**src/rtl/imem_loader_if.sv**
```systemverilog
// rtl/imem_loader_if.sv - byte receive link and instruction RAM write port for imem_loader
//
// Purpose: bundles the host byte stream (rx_data/rx_valid/rx_ready) and the
// instruction RAM write port (wr_en/wr_addr/wr_data) used by imem_loader.
// Ports:
//   rx_data   8           incoming byte from the host link
//   rx_valid  1           rx_data valid this cycle
//   rx_ready  1           loader accepts a byte this cycle
//   wr_en     1           one-cycle RAM write strobe
//   wr_addr   ADDR_WIDTH  word-aligned byte address
//   wr_data   DATA_WIDTH  instruction word
// Modports: master = host link and RAM side, slave = loader side.

interface imem_loader_if #(
  parameter int DATA_WIDTH = 32,
  parameter int ADDR_WIDTH = 32
);
  logic [7:0]            rx_data;
  logic                  rx_valid;
  logic                  rx_ready;
  logic                  wr_en;
  logic [ADDR_WIDTH-1:0] wr_addr;
  logic [DATA_WIDTH-1:0] wr_data;

  modport master (
    output rx_data, rx_valid,
    input  rx_ready, wr_en, wr_addr, wr_data
  );

  modport slave (
    input  rx_data, rx_valid,
    output rx_ready, wr_en, wr_addr, wr_data
  );
endinterface

```
**src/rtl/imem_loader.sv**
```systemverilog
// rtl/imem_loader.sv - framed byte-stream loader for the RV32I instruction memory
//
// Purpose: receives a frame (16-bit little-endian word count, little-endian
// instruction bytes, XOR checksum of the data bytes), writes one word per
// four data bytes to the instruction RAM and holds the CPU in reset until a
// clean checksum has been received.
// Ports:
//   clk        in   clock, rising edge
//   reset      in   synchronous active-high reset
//   start      in   begin a load (honoured in IDLE, DONE, ERROR)
//   bus        if   slave side: rx_data/rx_valid/rx_ready, wr_en/wr_addr/wr_data
//   cpu_hold   out  CPU must stay in reset
//   load_done  out  image loaded and checksum matched (held)
//   load_err   out  checksum mismatch or oversize image (held)

module imem_loader #(
  parameter int DATA_WIDTH = 32,
  parameter int ADDR_WIDTH = 32,
  parameter int MEM_SIZE   = 512
) (
  input  logic          clk,
  input  logic          reset,
  input  logic          start,
  imem_loader_if.slave  bus,
  output logic          cpu_hold,
  output logic          load_done,
  output logic          load_err
);

  typedef enum logic [2:0] {IDLE, HDR0, HDR1, DATA, CSUM, DONE, ERROR} state_t;

  localparam logic [15:0] MEM_WORDS = 16'(MEM_SIZE);

  state_t      state, state_next;
  logic [15:0] count;
  logic [15:0] word_index;
  logic [1:0]  byte_lane;
  logic [7:0]  csum;
  logic [23:0] word_buf;     // lanes 0..2; lane 3 comes straight from rx_data

  logic        accept;
  logic [15:0] hdr_count;
  logic        last_word;
  logic        receiving_next;

  assign accept    = bus.rx_valid && bus.rx_ready;
  assign hdr_count = {bus.rx_data, count[7:0]};
  assign last_word = (word_index == count - 16'd1);

  always_comb begin
    state_next = state;
    case (state)
      IDLE, DONE, ERROR: if (start) state_next = HDR0;
      HDR0: if (accept) state_next = HDR1;
      HDR1: begin
        if (accept) begin
          if (hdr_count > MEM_WORDS)  state_next = ERROR;
          else if (hdr_count == 16'd0) state_next = CSUM;
          else                         state_next = DATA;
        end
      end
      DATA: if (accept && byte_lane == 2'd3 && last_word) state_next = CSUM;
      CSUM: if (accept) state_next = (bus.rx_data == csum) ? DONE : ERROR;
      default: state_next = IDLE;
    endcase
  end

  // rx_ready is registered from the next state so it tracks state exactly.
  assign receiving_next = (state_next == HDR0) || (state_next == HDR1) ||
                          (state_next == DATA) || (state_next == CSUM);

  always_ff @(posedge clk) begin
    if (reset) begin
      state        <= IDLE;
      bus.rx_ready <= 1'b0;
      bus.wr_en    <= 1'b0;
      bus.wr_addr  <= '0;
      bus.wr_data  <= '0;
      cpu_hold     <= 1'b0;
      load_done    <= 1'b0;
      load_err     <= 1'b0;
      count        <= '0;
      word_index   <= '0;
      byte_lane    <= '0;
      csum         <= '0;
      word_buf     <= '0;
    end else begin
      state        <= state_next;
      bus.rx_ready <= receiving_next;
      bus.wr_en    <= 1'b0;
      case (state)
        IDLE, DONE, ERROR: begin
          if (start) begin
            load_done  <= 1'b0;
            load_err   <= 1'b0;
            cpu_hold   <= 1'b1;
            word_index <= '0;
            byte_lane  <= '0;
            csum       <= '0;
          end
        end
        HDR0: if (accept) count[7:0] <= bus.rx_data;
        HDR1: begin
          if (accept) begin
            count[15:8] <= bus.rx_data;
            if (hdr_count > MEM_WORDS) load_err <= 1'b1;
          end
        end
        DATA: begin
          if (accept) begin
            csum      <= csum ^ bus.rx_data;
            byte_lane <= byte_lane + 2'd1;
            case (byte_lane)
              2'd0: word_buf[7:0]   <= bus.rx_data;
              2'd1: word_buf[15:8]  <= bus.rx_data;
              2'd2: word_buf[23:16] <= bus.rx_data;
              default: begin
                bus.wr_data <= DATA_WIDTH'({bus.rx_data, word_buf});
                bus.wr_addr <= ADDR_WIDTH'({word_index, 2'b00});
                bus.wr_en   <= 1'b1;
                word_index  <= word_index + 16'd1;
              end
            endcase
          end
        end
        CSUM: begin
          if (accept) begin
            if (bus.rx_data == csum) begin
              load_done <= 1'b1;
              cpu_hold  <= 1'b0;
            end else begin
              load_err  <= 1'b1;
            end
          end
        end
        default: ;
      endcase
    end
  end

endmodule

```
**src/flat_wrapper.sv**
```systemverilog
// flat-port wrapper written by rule: the top's interface ports become plain ports
module imem_loader_flat 
#(
  parameter int DATA_WIDTH = 32,
  parameter int ADDR_WIDTH = 32,
  parameter int MEM_SIZE   = 512
)
  (clk, reset, start, cpu_hold, load_done, load_err, bus_rx_data, bus_rx_valid, bus_rx_ready, bus_wr_en, bus_wr_addr, bus_wr_data);
  imem_loader_if #(.DATA_WIDTH(DATA_WIDTH), .ADDR_WIDTH(ADDR_WIDTH)) bus_i ();
  input  logic clk;
  input  logic reset;
  input  logic start;
  output logic cpu_hold;
  output logic load_done;
  output logic load_err;
  input wire logic [$bits(bus_i.rx_data)-1:0] bus_rx_data;
  input wire logic [$bits(bus_i.rx_valid)-1:0] bus_rx_valid;
  output wire logic [$bits(bus_i.rx_ready)-1:0] bus_rx_ready;
  output wire logic [$bits(bus_i.wr_en)-1:0] bus_wr_en;
  output wire logic [$bits(bus_i.wr_addr)-1:0] bus_wr_addr;
  output wire logic [$bits(bus_i.wr_data)-1:0] bus_wr_data;
  assign bus_i.rx_data = bus_rx_data;
  assign bus_i.rx_valid = bus_rx_valid;
  assign bus_rx_ready = bus_i.rx_ready;
  assign bus_wr_en = bus_i.wr_en;
  assign bus_wr_addr = bus_i.wr_addr;
  assign bus_wr_data = bus_i.wr_data;
  imem_loader #(.DATA_WIDTH(DATA_WIDTH), .ADDR_WIDTH(ADDR_WIDTH), .MEM_SIZE(MEM_SIZE)) u_core (.clk(clk), .reset(reset), .start(start), .bus(bus_i), .cpu_hold(cpu_hold), .load_done(load_done), .load_err(load_err));
endmodule
```
**config.mk**
```make
export PLATFORM = sky130hd
export DESIGN_NAME = imem_loader_flat
export DESIGN_NICKNAME = d
export VERILOG_FILES = /design/src/rtl/imem_loader_if.sv /design/src/rtl/imem_loader.sv /design/src/flat_wrapper.sv
export SDC_FILE = /design/constraint.sdc
export NUM_CORES = 1
export LEC_CHECK = 0
export CAP_MARGIN = 10
export CORE_MARGIN = 3
export CORE_UTILIZATION = 60
export DETAILED_ROUTE_END_ITERATION = 10
export DONT_BUFFER_PORTS = 1
export GPL_TIMING_DRIVEN = 0
export HOLD_SLACK_MARGIN = 0.03
export MAX_ROUTING_LAYER = met4
export PLACE_DENSITY = 0.76
export SYNTH_ARGS = -nofsm -noshare
export SYNTH_HDL_FRONTEND = slang
export SYNTH_SLANG_ARGS = --single-unit
```
**constraint.sdc**
```tcl
create_clock -name clk -period 2.7 [get_ports clk]
set_input_delay 0.405 -clock clk [delete_from_list [all_inputs] [get_ports clk]]
set_output_delay 0.405 -clock clk [all_outputs]
set_load 0.03 [all_outputs]
```
After elaboration in Yosys (flattened, before gate mapping)
Cells that the tools add are included.
Word-level totals
  memory bits (read-only): 0
  latch bits: 0
  bits in registers: 122
  memories kept: 0
  output and inout bits: 69
  bits in writable memories: 0
  input bits: 12
  word-level logic and storage cells: 105
Cells by class
  $lt $le $gt $ge: 1
  add/subtract/negate cells: 3
  reduce and logical (&&, ||, !) cells: 25
  bitwise operators: 4
  multiply operators: 0
  div/mod/pow operators: 0
  equality and inequality tests: 23
  muxes and demuxes: 33
  shift-type cells: 0
Operators with widths (number)
  two-way mux 16 bit: 3
  case mux 16 bit (2 select lines): 1
  two-way mux 3 bit: 7
  adder 16 x 1 -> 16 bit, second input constant: 1
  equality test 16 bit: 1
  > comparator 16 x 10 -> 1 bit, second input constant: 1
  logical NOT 16 bit: 1
  two-way mux 8 bit: 2
  case mux 8 bit (2 select lines): 1
  subtractor 16 x 1 -> 16 bit, second input constant: 1
  case mux 3 bit (5 select lines): 1
  AND reduction 3 bit: 5
  equality test 3 x 2 -> 1 bit, second input constant: 4
  equality test 3 bit, second input constant: 4
  two-way mux 1 bit: 11
  inequality test 2 x 1 -> 1 bit, second input constant: 5
  OR reduction 3 bit: 3
  equality test 8 bit: 1
  AND reduction 4 bit: 2
  bitwise XOR 8 bit: 1
  equality test 3 x 1 -> 1 bit, second input constant: 2
  two-way mux 2 bit: 3
  inequality test 2 bit, second input constant: 3
  AND reduction 6 bit: 1
  other kinds (14): 24

Longest topological paths before layout
  depth after elaboration: 9
  gate-level depth with buffers: 8

Worst setup path after synthesis
No wires, ideal clock.
  kind: register to register
  from: register u_core.count[0]
  to: register u_core.state[0]
  buffers on the path: 0
  setup slack: 509 ps
  cell stages (with the launch flop): 9
  data arrival time: 2060 ps
  period minus slack after synthesis: 2191 ps
  data required time: 2569 ps
  cells stage by stage: dfxtp_1 -> inv_1 -> ha_1 -> nor3b_2 -> nand2_2 -> nor3b_1 -> or3_2 -> a2111oi_4 -> o22ai_1
Between the ends
  longest elaborated chain between the ends: 5
Ends and longest elaborated chain
  start, declared: line imem_loader.sv:35  | logic [15:0] count;
  start signal, assigned: line imem_loader.sv:102  | HDR0: if (accept) count[7:0] <= bus.rx_data;
  subtractor 16 x 1 -> 16 bit or logical NOT 16 bit (tied branches): line imem_loader.sv:48, imem_loader.sv:58
  equality test 16 bit or two-way mux 3 bit (tied branches): line imem_loader.sv:48, imem_loader.sv:58
  logical AND 1 bit or two-way mux 3 bit (tied branches): line imem_loader.sv:62, imem_loader.sv:57
  two-way mux 3 bit (on tied branches): line imem_loader.sv:62, imem_loader.sv:56
  case mux 3 bit (5 select lines) *: line imem_loader.sv:52  | case (state)
  end signal, assigned: line imem_loader.sv:88  | state <= state_next;
  end, declared: line imem_loader.sv:34  | state_t state, state_next;
Mark *: on every way between the ends. The rest lies on a longest branch, timed or not.
A chain may end at the register's enable or synchronous reset.

Worst setup path in the final report
  from: register u_core.count[0]
  to: register u_core.bus.rx_ready
Between the ends
  longest elaborated chain between the ends: 9
Ends and longest elaborated chain
  subtractor 16 x 1 -> 16 bit or logical NOT 16 bit (tied branches): line imem_loader.sv:48, imem_loader.sv:58
  equality test 16 bit or two-way mux 3 bit (tied branches): line imem_loader.sv:48, imem_loader.sv:58
  logical AND 1 bit or two-way mux 3 bit (tied branches): line imem_loader.sv:62, imem_loader.sv:57
  two-way mux 3 bit (on tied branches): line imem_loader.sv:62, imem_loader.sv:56
  case mux 3 bit (5 select lines) *: line imem_loader.sv:52
  equality test 3 x 1 -> 1 bit or equality test 3 x 2 -> 1 bit (tied branches): line imem_loader.sv:69  | assign receiving_next = (state_next == HDR0) || (state_next == HDR1) ||
  logical OR 1 bit (2 in a row): line imem_loader.sv:69
  logical OR 1 bit *: line imem_loader.sv:70  | (state_next == DATA) || (state_next == CSUM);
  end signal, assigned: line imem_loader.sv:89  | bus.rx_ready <= receiving_next;
  end, declared: line imem_loader_if.sv:32  | output rx_ready, wr_en, wr_addr, wr_data
Marks and branches as above.

==> results.md <==
* Number of fill cells in the layout at 785
* Post-Synthesis Cells at 719
* Total congestion overflow at 0
* CP Max Fanout at 7
* Reg2reg end: u_core.bus.rx_ready
* Final Cycle Share at 94.5%
* Most frequent cell after synthesis: nand2_1
* Power Total at 4400 uW
* Synthesized cell area at 0.00576 sq mm
* Clock sinks at 122
* Fin util at 70.9%
* Final setup fails at 0
* Share of the synthesized area in the top cell type at 42.4%
* Hold EP: u_core.cpu_hold
* Rows at 35
* Min Tclk post-route at 2.55 ns
* Gr usage total at 27.7%
* Antenna cells at 0
* Slowest cell on crit path: dfxtp_1
* Pre-CTS setup slack at 0.135 ns
* Element type at the critical path end: register
* Max IR drop VDD at 0.420 mV
* Initial core utilization at 62.1%
* Root Driver: clkbuf_8
* Antenna Violating Nets Remaining at 0
* WS Path Type: reg -> reg
* Worst EP arrival at 2.95 ns
* CP top delay family: compound AO/OA/AOI/OAI gates
* Drc violations at 0
* Power density over cell area at 669 mW/mm^2
* DR iter-0 viols at 365
* Top cells by area, synth: dfxtp_1, nand2_1, a21oi_1, xnor2_1, o21ai_0
* Cell variety after synth at 62
* Die area at 0.0108 sq mm
* Largest net degree at the start of global routing at 17
* DRT Wirelength at 14.6 mm
* First-pass GRT wire length at 24.0 mm
* Max-cap violation count at 0
* Register area share after synthesis at 42.4%
* Hold violation total from the final report at 0
* Cell accounting for the most synthesized area: dfxtp_1
* Ys Warns at 0
* Area grow syn2layout at 14.2%
* CTS tree: done
* Cell Area, Placed at 0.00598 sq mm
* Initial antenna violation count at 0
* Post-synth ARST share at 0%
* Buf/Inv on CP at 2
* Net count, final at 773
* Hold path depth at 2
* P_leak at 0.00225 uW
* Max Buffers Root-to-Sink at 2
* Via density at 5.78
* Number of synthesized register bits at 122
* Post-DR wirelength/cell at 16.3 um
* Hold Crit Class: in -> reg
* Post-synth EDFFs at 0
* CP peak stage delay at 0.52 ns
* Top Ports at 81
* # port buffers at 0
* Number of buffers created by CTS at 17
* Die span in x at 104 um
* RD Place Congestion at 0.902
* Top FF cell, synth: dfxtp_1
* CP Launch Type: register
* R2r startpoint: u_core.count[0]
* CP Cell Sequence: inv_1 > ha_1 > nor3b_4 > buf_4 > a31oi_1 > nor3_1 > a211oi_1 > nor3b_1 > mux2_2
* Setup TNS at 0 ns
* Final WS setup at 0.149 ns
* Max Freq at 392 MHz
* Max-slew violation count at 0
* Post-synth top cells: nand2_1, dfxtp_1, a21oi_1
* R2R Setup Slk at 0.15 ns
* Final Instance Area at 0.00658 sq mm
* H-tree depth at 4
* Vias in the first global route at 4826
* Routed via count at 5175
* Slew @ Worst Pin at 0.677 ns
* Status: finished, final reports clean
* Avg Inst Size Synth at 8.02 sq um
* Clock Skews at 0.0110 ns
* Reg2Reg Depth at 9
* Slew Limit Headroom at 54.7%
* Worst hold path startpoint: start
* TritonRoute pass-1 iters at 5
* Share of layout cells above drive strength 1 at 11.2%
* Core area at 0.00928 sq mm
* Clock transition at the registers of the reported paths at 0.06 ns
* Die height at 104 um
* Detailed placement HPWL at 10.2 mm
* Worst-Skew Late Latency at 0.52 ns
* CP required at 3.10 ns
flip-flops by register name, summed over array words and instances, names as in the netlist, 2 cells and up:
register,flops
u_core.csum,8
u_core.word_buf,24
u_core.bus.wr_addr,16
u_core.count,16
u_core.state,3
u_core.bus.wr_data,32
u_core.byte_lane,2
u_core.word_index,16
through the flow:
| stage | hold slack (ns) | instances |
|---|---|---|
| after floorplan | 0.432 | 734 |
| after global placement | 0.444 | 863 |
| after detailed placement | 0.445 | 863 |
| after CTS | 0.119 | 895 |
| after global routing | 0.124 | 896 |
| final | 0.123 | 896 |
worst max path at each step:
stage,from,slack (ns),cells after the start,endpoint
2_1_floorplan,u_core.count[0],0.51,8,u_core.state[0]
3_3_place_gp,u_core.count[0],0.04,8,u_core.state[0]
3_5_place_dp,u_core.count[0],0.14,8,u_core.state[0]
4_1_cts,u_core.count[0],0.13,8,u_core.state[0]
5_1_grt,u_core.count[0],-0.002,8,u_core.state[0]
6_report,u_core.count[0],0.15,9,u_core.bus.rx_ready
where the power goes:
part           total (uW)  switching, uW  internal [uW]
combinational         308            203            105
sequential           1840           25.3           1810
clock                2260            900           1360
total                4400           1130           3280
cell type report:
cell class | count | area [sq um] | area share [%]
clock buffer | 18 | 428 | 6.50
timing repair buffer | 1 | 7.51 | 0.114
buffer | 68 | 404 | 6.14
multi-input combinational | 532 | 2940 | 44.6
sequential | 122 | 2440 | 37.1
inverter | 12 | 45.0 | 0.684
tap | 129 | 161 | 2.45
clock inverter | 14 | 159 | 2.41
cell families after synthesis:
| kind of cell | count (synthesis) | share of synthesized area [%] |
|---|---|---|
| simple gates | 299 | 25.4 |
| other cells | 1 | 0.0651 |
| xor+xnor | 30 | 4.56 |
| mux | 10 | 1.76 |
| buf+inv | 80 | 7.79 |
| flops | 122 | 42.4 |
| fa+ha+maj | 7 | 1.52 |
| compound gates | 170 | 16.5 |
layer usage:
layer / vias up / part of all wire, % / track usage, %
li1: 2510 / - / -
met1: 2421 / 44 / 36.6
met2: 218 / 46 / 42.7
met3: 26 / 8.2 / 6.89
met4: 0 / 1.4 / 7.50
met5: - / 0 / -
cell usage in the layout, fill, tap and decap left out, types with 10 or more instances in the layout:
cell type / netlist / routed
dfxtp_1: 122 / 122
nand3_1: 30 / 30
nand2_1: 146 / 146
xor2_1: 10 / 10
conb_1: 1 / 16
clkbuf_16: 1 / 17
nor2_1: 38 / 38
buf_2: 14 / 14
inv_1: 12 / 12
buf_4: 18 / 19
xnor2_1: 20 / 20
clkbuf_1: 28 / 28
o21ai_0: 31 / 31
a21oi_1: 109 / 109
nand3b_1: 13 / 13
repair_timing:
| action | CTS | global route |
|---|---|---|
| resized for setup | 0 | 2 |
| hold buffers | 0 | 0 |
| buffers inserted | 0 | 1 |
| setup endpoints to repair | 0 | 3 |
Power figures use the tool's default switching activity.
